<file path="src/rtl/mo_mul_arbiter.sv">
// Round-robin issue arbiter for a shared fixed-latency Montgomery multiplier.
// Tags each issue with its requester ID and routes the result back.
`ifndef DATA_WIDTH
`define DATA_WIDTH 12
`endif

module mo_mul_arbiter #(
   parameter int WIDTH   = `DATA_WIDTH,
   parameter int N_REQ   = 4,
   parameter int LATENCY = WIDTH + 1,
   parameter int MAX_OUT = 4,
   parameter int ID_W    = $clog2(N_REQ)
) (
   input  logic                   clk,
   input  logic                   rst_n,
   input  logic [N_REQ-1:0]       req_valid,
   output logic [N_REQ-1:0]       req_ready,
   input  logic [N_REQ*WIDTH-1:0] req_a,
   input  logic [N_REQ*WIDTH-1:0] req_b,
   output logic [WIDTH-1:0]       mul_a,
   output logic [WIDTH-1:0]       mul_b,
   input  logic [WIDTH-1:0]       mul_result,
   output logic [N_REQ-1:0]       rsp_valid,
   output logic [ID_W-1:0]        rsp_id,
   output logic [WIDTH-1:0]       rsp_data,
   output logic                   busy
);

   localparam int CNT_W = $clog2(MAX_OUT + 1);

   logic [ID_W-1:0]    rr_ptr_q, rr_ptr_d;
   logic [CNT_W-1:0]   out_cnt_q [N_REQ];
   logic [CNT_W-1:0]   out_cnt_d [N_REQ];
   logic [LATENCY-1:0] tag_v_q, tag_v_d;
   logic [ID_W-1:0]    tag_id_q [LATENCY];
   logic [ID_W-1:0]    tag_id_d [LATENCY];
   logic [N_REQ-1:0]   rsp_valid_q, rsp_valid_d;
   logic [ID_W-1:0]    rsp_id_q, rsp_id_d;
   logic [WIDTH-1:0]   rsp_data_q, rsp_data_d;
   logic               busy_q, busy_d;

   logic [N_REQ-1:0]   elig;
   logic [ID_W:0]      scan_sum [N_REQ];
   logic [ID_W-1:0]    scan_idx [N_REQ];
   logic               grant_any;
   logic [ID_W-1:0]    gnt_idx;
   logic               tail_v;
   logic [ID_W-1:0]    tail_id;

   // A slot retiring this cycle frees room for a same-cycle issue.
   always_comb begin
      elig = '0;
      for (int i = 0; i < N_REQ; i++) begin
         elig[i] = rst_n && req_valid[i] &&
                   ((out_cnt_q[i] < CNT_W'(MAX_OUT)) || rsp_valid_q[i]);
      end
   end

   always_comb begin
      for (int k = 0; k < N_REQ; k++) begin
         scan_sum[k] = {1'b0, rr_ptr_q} + (ID_W+1)'(k);
         scan_idx[k] = (scan_sum[k] >= (ID_W+1)'(N_REQ))
                     ? ID_W'(scan_sum[k] - (ID_W+1)'(N_REQ))
                     : scan_sum[k][ID_W-1:0];
      end
   end

   always_comb begin
      grant_any = 1'b0;
      gnt_idx   = '0;
      for (int k = 0; k < N_REQ; k++) begin
         if (!grant_any && elig[scan_idx[k]]) begin
            grant_any = 1'b1;
            gnt_idx   = scan_idx[k];
         end
      end
   end

   always_comb begin
      req_ready = '0;
      for (int i = 0; i < N_REQ; i++) begin
         req_ready[i] = grant_any && (gnt_idx == ID_W'(i));
      end
   end

   assign mul_a = grant_any ? req_a[gnt_idx*WIDTH +: WIDTH] : '0;
   assign mul_b = grant_any ? req_b[gnt_idx*WIDTH +: WIDTH] : '0;

   assign tail_v  = tag_v_q[LATENCY-1];
   assign tail_id = tag_id_q[LATENCY-1];

   always_comb begin
      rr_ptr_d = rr_ptr_q;
      if (grant_any) begin
         rr_ptr_d = (gnt_idx == ID_W'(N_REQ - 1)) ? '0 : gnt_idx + 1'b1;
      end
      tag_v_d     = {tag_v_q[LATENCY-2:0], grant_any};
      tag_id_d[0] = gnt_idx;
      for (int k = 1; k < LATENCY; k++) begin
         tag_id_d[k] = tag_id_q[k-1];
      end
      rsp_valid_d = tail_v ? (N_REQ'(1) << tail_id) : '0;
      rsp_id_d    = tail_id;
      rsp_data_d  = tail_v ? mul_result : rsp_data_q;
      busy_d      = (|tag_v_q) || (|rsp_valid_q);
      for (int i = 0; i < N_REQ; i++) begin
         out_cnt_d[i] = out_cnt_q[i] + CNT_W'(req_ready[i])
                        - CNT_W'(rsp_valid_q[i]);
      end
   end

   always_ff @(posedge clk) begin
      if (!rst_n) begin
         rr_ptr_q    <= '0;
         tag_v_q     <= '0;
         rsp_valid_q <= '0;
         rsp_id_q    <= '0;
         rsp_data_q  <= '0;
         busy_q      <= 1'b0;
         for (int i = 0; i < N_REQ; i++) out_cnt_q[i] <= '0;
         for (int k = 0; k < LATENCY; k++) tag_id_q[k] <= '0;
      end else begin
         rr_ptr_q    <= rr_ptr_d;
         tag_v_q     <= tag_v_d;
         rsp_valid_q <= rsp_valid_d;
         rsp_id_q    <= rsp_id_d;
         rsp_data_q  <= rsp_data_d;
         busy_q      <= busy_d;
         for (int i = 0; i < N_REQ; i++) out_cnt_q[i] <= out_cnt_d[i];
         for (int k = 0; k < LATENCY; k++) tag_id_q[k] <= tag_id_d[k];
      end
   end

   assign rsp_valid = rsp_valid_q;
   assign rsp_id    = rsp_id_q;
   assign rsp_data  = rsp_data_q;
   assign busy      = busy_q;

   for (genvar g = 0; g < N_REQ; g++) begin : g_chk
      a_cap : assert property (@(posedge clk) disable iff (!rst_n)
         out_cnt_q[g] <= CNT_W'(MAX_OUT));
      a_udf : assert property (@(posedge clk) disable iff (!rst_n)
         !(rsp_valid_q[g] && (out_cnt_q[g] == '0)));
   end

endmodule
</file>
<file path="config.mk">
export PLATFORM = sky130hd
export DESIGN_NAME = mo_mul_arbiter
export DESIGN_NICKNAME = d
export VERILOG_FILES = /design/src/rtl/mo_mul_arbiter.sv
export SDC_FILE = /design/constraint.sdc
export NUM_CORES = 1
export LEC_CHECK = 0
export ABC_AREA = 1
export CAP_MARGIN = 20
export CORE_MARGIN = 4
export CORE_UTILIZATION = 25
export CTS_CLUSTER_DIAMETER = 30
export DETAILED_ROUTE_END_ITERATION = 10
export DONT_BUFFER_PORTS = 1
export GPL_ROUTABILITY_DRIVEN = 0
export PLACE_DENSITY = 0.46
export SYNTH_ARGS = -nofsm -noshare
export SYNTH_HDL_FRONTEND = slang
export SYNTH_SLANG_ARGS = --single-unit
</file>
<file path="constraint.sdc">
create_clock -name clk -period 5.1 [get_ports clk]
set_input_delay 0.765 -clock clk [delete_from_list [all_inputs] [get_ports clk]]
set_output_delay 0.765 -clock clk [all_outputs]
set_load 0.005 [all_outputs]
</file>
# Yosys cells after proc, flatten, opt, wreduce, memory -nomap -nowiden
# Memories as Yosys holds them, arrays and structs flattened.
# Index checks and enable logic that the tools add are counted.
# W data, S select, Z words.
# totals
ram_bits	38
romBits	0
inputBits	114
ff_bits	34
latchBits	0
word_cells	129
mem_count	2
# op_classes
n_div	0
bitwise	17
mul	1
n_mux	42
n_reduce_logical	27
shift	3
addsub	16
order_cmp	12
n_eq_ne	3
# memory_table
name	words	word_bits	read_ports	rd_clocked_by_memory_dff	write_ports	line_no	text
tag_id_q	13	2	13	0	13	35	logic [ID_W-1:0] tag_id_q [LATENCY];
out_cnt_q	4	3	4	0	4	32	logic [CNT_W-1:0] out_cnt_q [N_REQ];
# ops
op	n
$shiftx A48 B7 Y12	2
$mux W2	22
$mux W12	2
$or A1 B1 Y1	17
$logic_and A1 B1 Y1	15
$reduce_or A13 Y1	1
$add A3 B1 Y3	4
$lt A2 B3 Y1 const B	4
$lt A3 B3 Y1 const B	4
$mux W3	4
$sub A3 B1 Y3	4
$mux W1	10
$ge A3 B3 Y1 const B	3
$bmux W1 S2	4
$sub A2 B1 Y2 const B	4
$add A2 B2 Y3 const B	2
$logic_or A1 B1 Y1	5
$eq A2 B2 Y1 const B	2
$mul A2 B2 Y4 const B	1
$reduce_or A4 Y1	1
$shl A1 B2 Y4 const A	1
$add A2 B1 Y3 const B	1
$ge A2 B3 Y1 const B	1
$logic_not A1 Y1	3
4 further kinds	4

# Depth between registers and ports, before layout
# An unclocked memory read counts as a cell.
# logic_depth
word_depth	21
mapped_depth	22
ltp_nobuf	20

# Least setup slack after synthesis
# OpenSTA, ideal clock, no wires.
# synth_path
kind	in2reg
start	in rst_n
end	mem out_cnt_q[2][2] (netlist name)
path_stages	20
t_required_ps	4980
slack_ps	1900
n_path_buf	2
arrival_ps	3080
cell_sequence	buf_6 > nand2_1 > inv_2 > nand3_1 > nand2_2 > o21ai_4 > nand4_1 > nand3_1 > nand2_2 > clkinv_2 > buf_4 > ha_1 > inv_1 > nor2_1 > ha_1 > inv_1 > fa_1 > xor2_1 > o21ai_0 > a21oi_1
# synth_rtl
element	line_no	text
start: declaration	15	input logic rst_n,
end: declaration	32	

# Worst setup path in the final report
# layout_path
start	reg rr_ptr_q[0]
end	out mul_a[5]
# layout_via
elab_chain_len	17
word_cells_on_any_way	40
classes_between	add/sub: 7; mul: 1; order compare: 4; shift: 1; mux: 21; reduce/logical: 6
# layout_lines
element	line_no	text
start: declaration	31	logic [ID_W-1:0] rr_ptr_q, rr_ptr_d;
start signal: assignment	123	rr_ptr_q <= rr_ptr_d;
branches (longest 16 deep; another with $add A2 B1 Y3)	n/a	
$mux W12 *	86	assign mul_a = grant_any ? req_a[gnt_idx*WIDTH +: WIDTH] : '0;
end: declaration	20	output logic [WIDTH-1:0] mul_a,
# Every way passes the cells marked *. The select of a mux whose other input is x is not followed.

==> results.sh <==
export IMPL_status="completed"
export IMPL_dieArea_sq_um=18420
export IMPL_p_clk_share_pct=19.9
export IMPL_period_share_pct=79.15
export IMPL_cp_cell_sequence="inv_2, nand3_2, nand2_2, o21ai_4, nand3_1, nand2_4, nand2_2, buf_4, nand2_1, nand3_1, a21oi_1"
export IMPL_clockBufferDepth=2
export IMPL_internal_power_mw=1.544
export IMPL_maxCapViolCount=0
export IMPL_synth_cell_types=29
export IMPL_die_h_um=135.7
export IMPL_die_x_um=135.7
export IMPL_arrival_ns=3.27
export IMPL_antennaDiodeCount=0
export IMPL_worstPathMaxFanout=50
export IMPL_final_cells=813
export IMPL_critical_path_slowest_cell="dfxtp_1"
export IMPL_dp_cells=797
export IMPL_antenna_found_initial=0
export IMPL_coreArea_sq_um=15940
export IMPL_cts_tree="yes"
export IMPL_grt_pass1_vias=3379
export IMPL_cts_root_buffer="clkbuf_16"
export IMPL_power_switching_mw=1.551
export IMPL_worstSetupPathType="flop to primary output"
export IMPL_grt_pass1_wl_um=16070
export IMPL_drt_pass1_iterations=7
export IMPL_synth_fp_nets=741
export IMPL_cts_resized=0
export IMPL_vdd_drop_max_mv=0.3495
export IMPL_synth_cells=611
export IMPL_fillers=1754
export IMPL_cts_hold_buf=0
export IMPL_avgRoutedWirePerCell_um=12.62
export IMPL_drtIter0Drc=160
export IMPL_rsz0062_at_grt="false"
export IMPL_cts_made_buffers=9
export IMPL_fin_skew_ns=0.004013
export IMPL_combPwrFrac_pct=58.7
export IMPL_portBuffers=0
export IMPL_fin_crit_ns=4.037
export IMPL_ys_warn_count=0
export IMPL_fin_setup_tns_ns=0
export IMPL_worstSetupEndpointType="primary output"
export IMPL_rows=46
export IMPL_area_growth_pct=9.877
export IMPL_hold_viol=0
export IMPL_slew_headroom_pct=57.44
export IMPL_vias_per_cell=4.346
export IMPL_start_util_pct=25.58
export IMPL_yosysMostFrequentCell="inv_1"
export IMPL_fmax_mhz=247.7
export IMPL_tightestPinTransition_ns=0.6362
export IMPL_hpwl_um=7577
export IMPL_htree_levels=3
export IMPL_synth_edf_count=0
export IMPL_utilization_pct=28.11
export IMPL_cts_setup_buffers=0
export IMPL_track_usage_pct=10.79
export IMPL_grt_start_max_net_pins=65
export IMPL_worstSkewPairLatency_ns=0.32
export IMPL_hold_class="flop to flop"
export IMPL_synth_area_leaders="dfxtp_1 (35%), inv_1 (14%), nand2_1 (11%), nand3_1 (11%), nand3b_1 (4.4%)"
export IMPL_worstPathRequired_ns=4.34
export IMPL_setup_viol=0
export IMPL_async_flop_share_pct=0
export IMPL_clk_pin_slew_ns=0.06
export IMPL_hold_slack_ns=0.4047
export IMPL_cellLeakagePower_nw=2.515
export IMPL_syn_avg_cell_area_sq_um=6.676
export IMPL_drive_gt1_share_pct=6.030
export IMPL_via_count=3533
export IMPL_startpoint_type="flop"
export IMPL_seq_area_frac_synth_pct=35.34
export IMPL_timing_final_ws_setup_ns=1.063
export IMPL_drt_total_wl_um=10260
export IMPL_syn_area_sq_um=4079
export IMPL_power_density_nw_per_um2=690.5
export IMPL_drtAntennaViolNets=0
export IMPL_finalMaxSlewViolations=0
export IMPL_synth_top_flop_cell="dfxtp_1"
export IMPL_netlist_top_cells_count="inv_1 (149), nand2_1 (119), nand3_1 (86)"
export IMPL_dp_slack_ns=1.012
export IMPL_ys_ff_latch=72
export IMPL_io_pins=161
export IMPL_yosysTopAreaCell="dfxtp_1"
export IMPL_cp_slowest_stage_delay_ns=0.56
export IMPL_fin_nets=722
export IMPL_overflow=0
export IMPL_drc=0
export IMPL_synth_top_area_share_pct=35.34
export IMPL_p_sw_share_pct=50.10
export IMPL_seqPwrFrac_pct=21.5
export IMPL_cts_sinks=72
path summary, 6_finish.rpt:
path,slack [ns],from,to,cells past startpoint
hold reg to reg,0.40,tag_id_q[0][12],tag_id_q[0][14],2
setup reg to reg,1.26,rr_ptr_q[0],out_cnt_q[3][2],14
hold / removal,0.40,tag_id_q[0][12],tag_id_q[0][14],2
setup / recovery,1.06,rr_ptr_q[0],mul_a[5],11
worst max-delay path, delay by kind of cell (launching register included):
family          cells  cell delay [ns]
compound gates      2             0.49
buf+inv             2             0.50
flops               1             0.56
simple gates        7             1.40
cells by family (layout without fill, tap and decap cells):
| logic type | Yosys count | after routing | synth area share [%] |
|---|---|---|---|
| adders and majority gates | 16 | 16 | 5.644 |
| xor gates and xnor gates | 6 | 6 | 1.472 |
| buffers and inverters | 187 | 173 | 18.83 |
| AOI/OAI and AO/OA | 45 | 45 | 5.798 |
| and+or+nand+nor | 285 | 285 | 32.91 |
| DFF | 72 | 72 | 35.34 |
power by group through the flow:
stage	Sequential [mW]	Combinational (mW)	Clock [mW]
floorplan	0.655	1.55	0
global placement	0.676	1.82	0
detailed placement	0.678	1.85	0
CTS	0.665	1.85	0.636
global route	0.673	2.07	0.660
finish	0.664	1.82	0.615
sequential cells by signal, summed over array words and instances, names as in the netlist:
signal and flops:
busy 1, tag_id_q 26, rsp_valid 4, rr_ptr_q 2
rsp_id 2, rsp_data 12, tag_v_q 13, out_cnt_q 12
area by class of cell:
type | instances | area [sq um] | share of cell area [%]
clock inverters | 5 | 56.30 | 1.256
well taps | 216 | 270.3 | 6.030
flip-flops and latches | 72 | 1441 | 32.16
inverters | 154 | 579.3 | 12.93
multi-input cells | 352 | 1869 | 41.71
clock buffers | 11 | 242.7 | 5.416
repair buffers | 3 | 22.52 | 0.5025
per-stage QoR:
step / instance area (sq um) / total power [mW]
2_1_floorplan: 4079 / 2.209
3_3_place_gp: 4183 / 2.500
3_5_place_dp: 4183 / 2.523
4_1_cts: 4482 / 3.151
5_1_grt: 4482 / 3.405
6_report: 4482 / 3.095
placed cells by master (no fill, tap or decap), drive strengths merged:
cell      count
a21oi        29
xnor2         1
nand3        87
nand4         6
xor2          5
ha           12
clkinv        4
o21ai        16
nand2       126
nor4          4
nor3          1
clkinvlp      1
nor2         35
inv         153
nand3b       24
bufinv        1
or2           2
buf           3
clkbuf       11
dfxtp        72
fa            4
metal layers:
| metal | share of wire, % | vias to the layer above | global-route usage, % |
|---|---|---|---|
| met2 | 50 | 110 | 17.84 |
| li1 | - | 1802 | - |
| met3 | 5.4 | 8 | 3.789 |
| met4 | 0.72 | 0 | 2.744 |
| met1 | 44 | 1613 | 13.44 |
| met5 | 0 | - | 0 |
(Power assumes the default switching activity.)
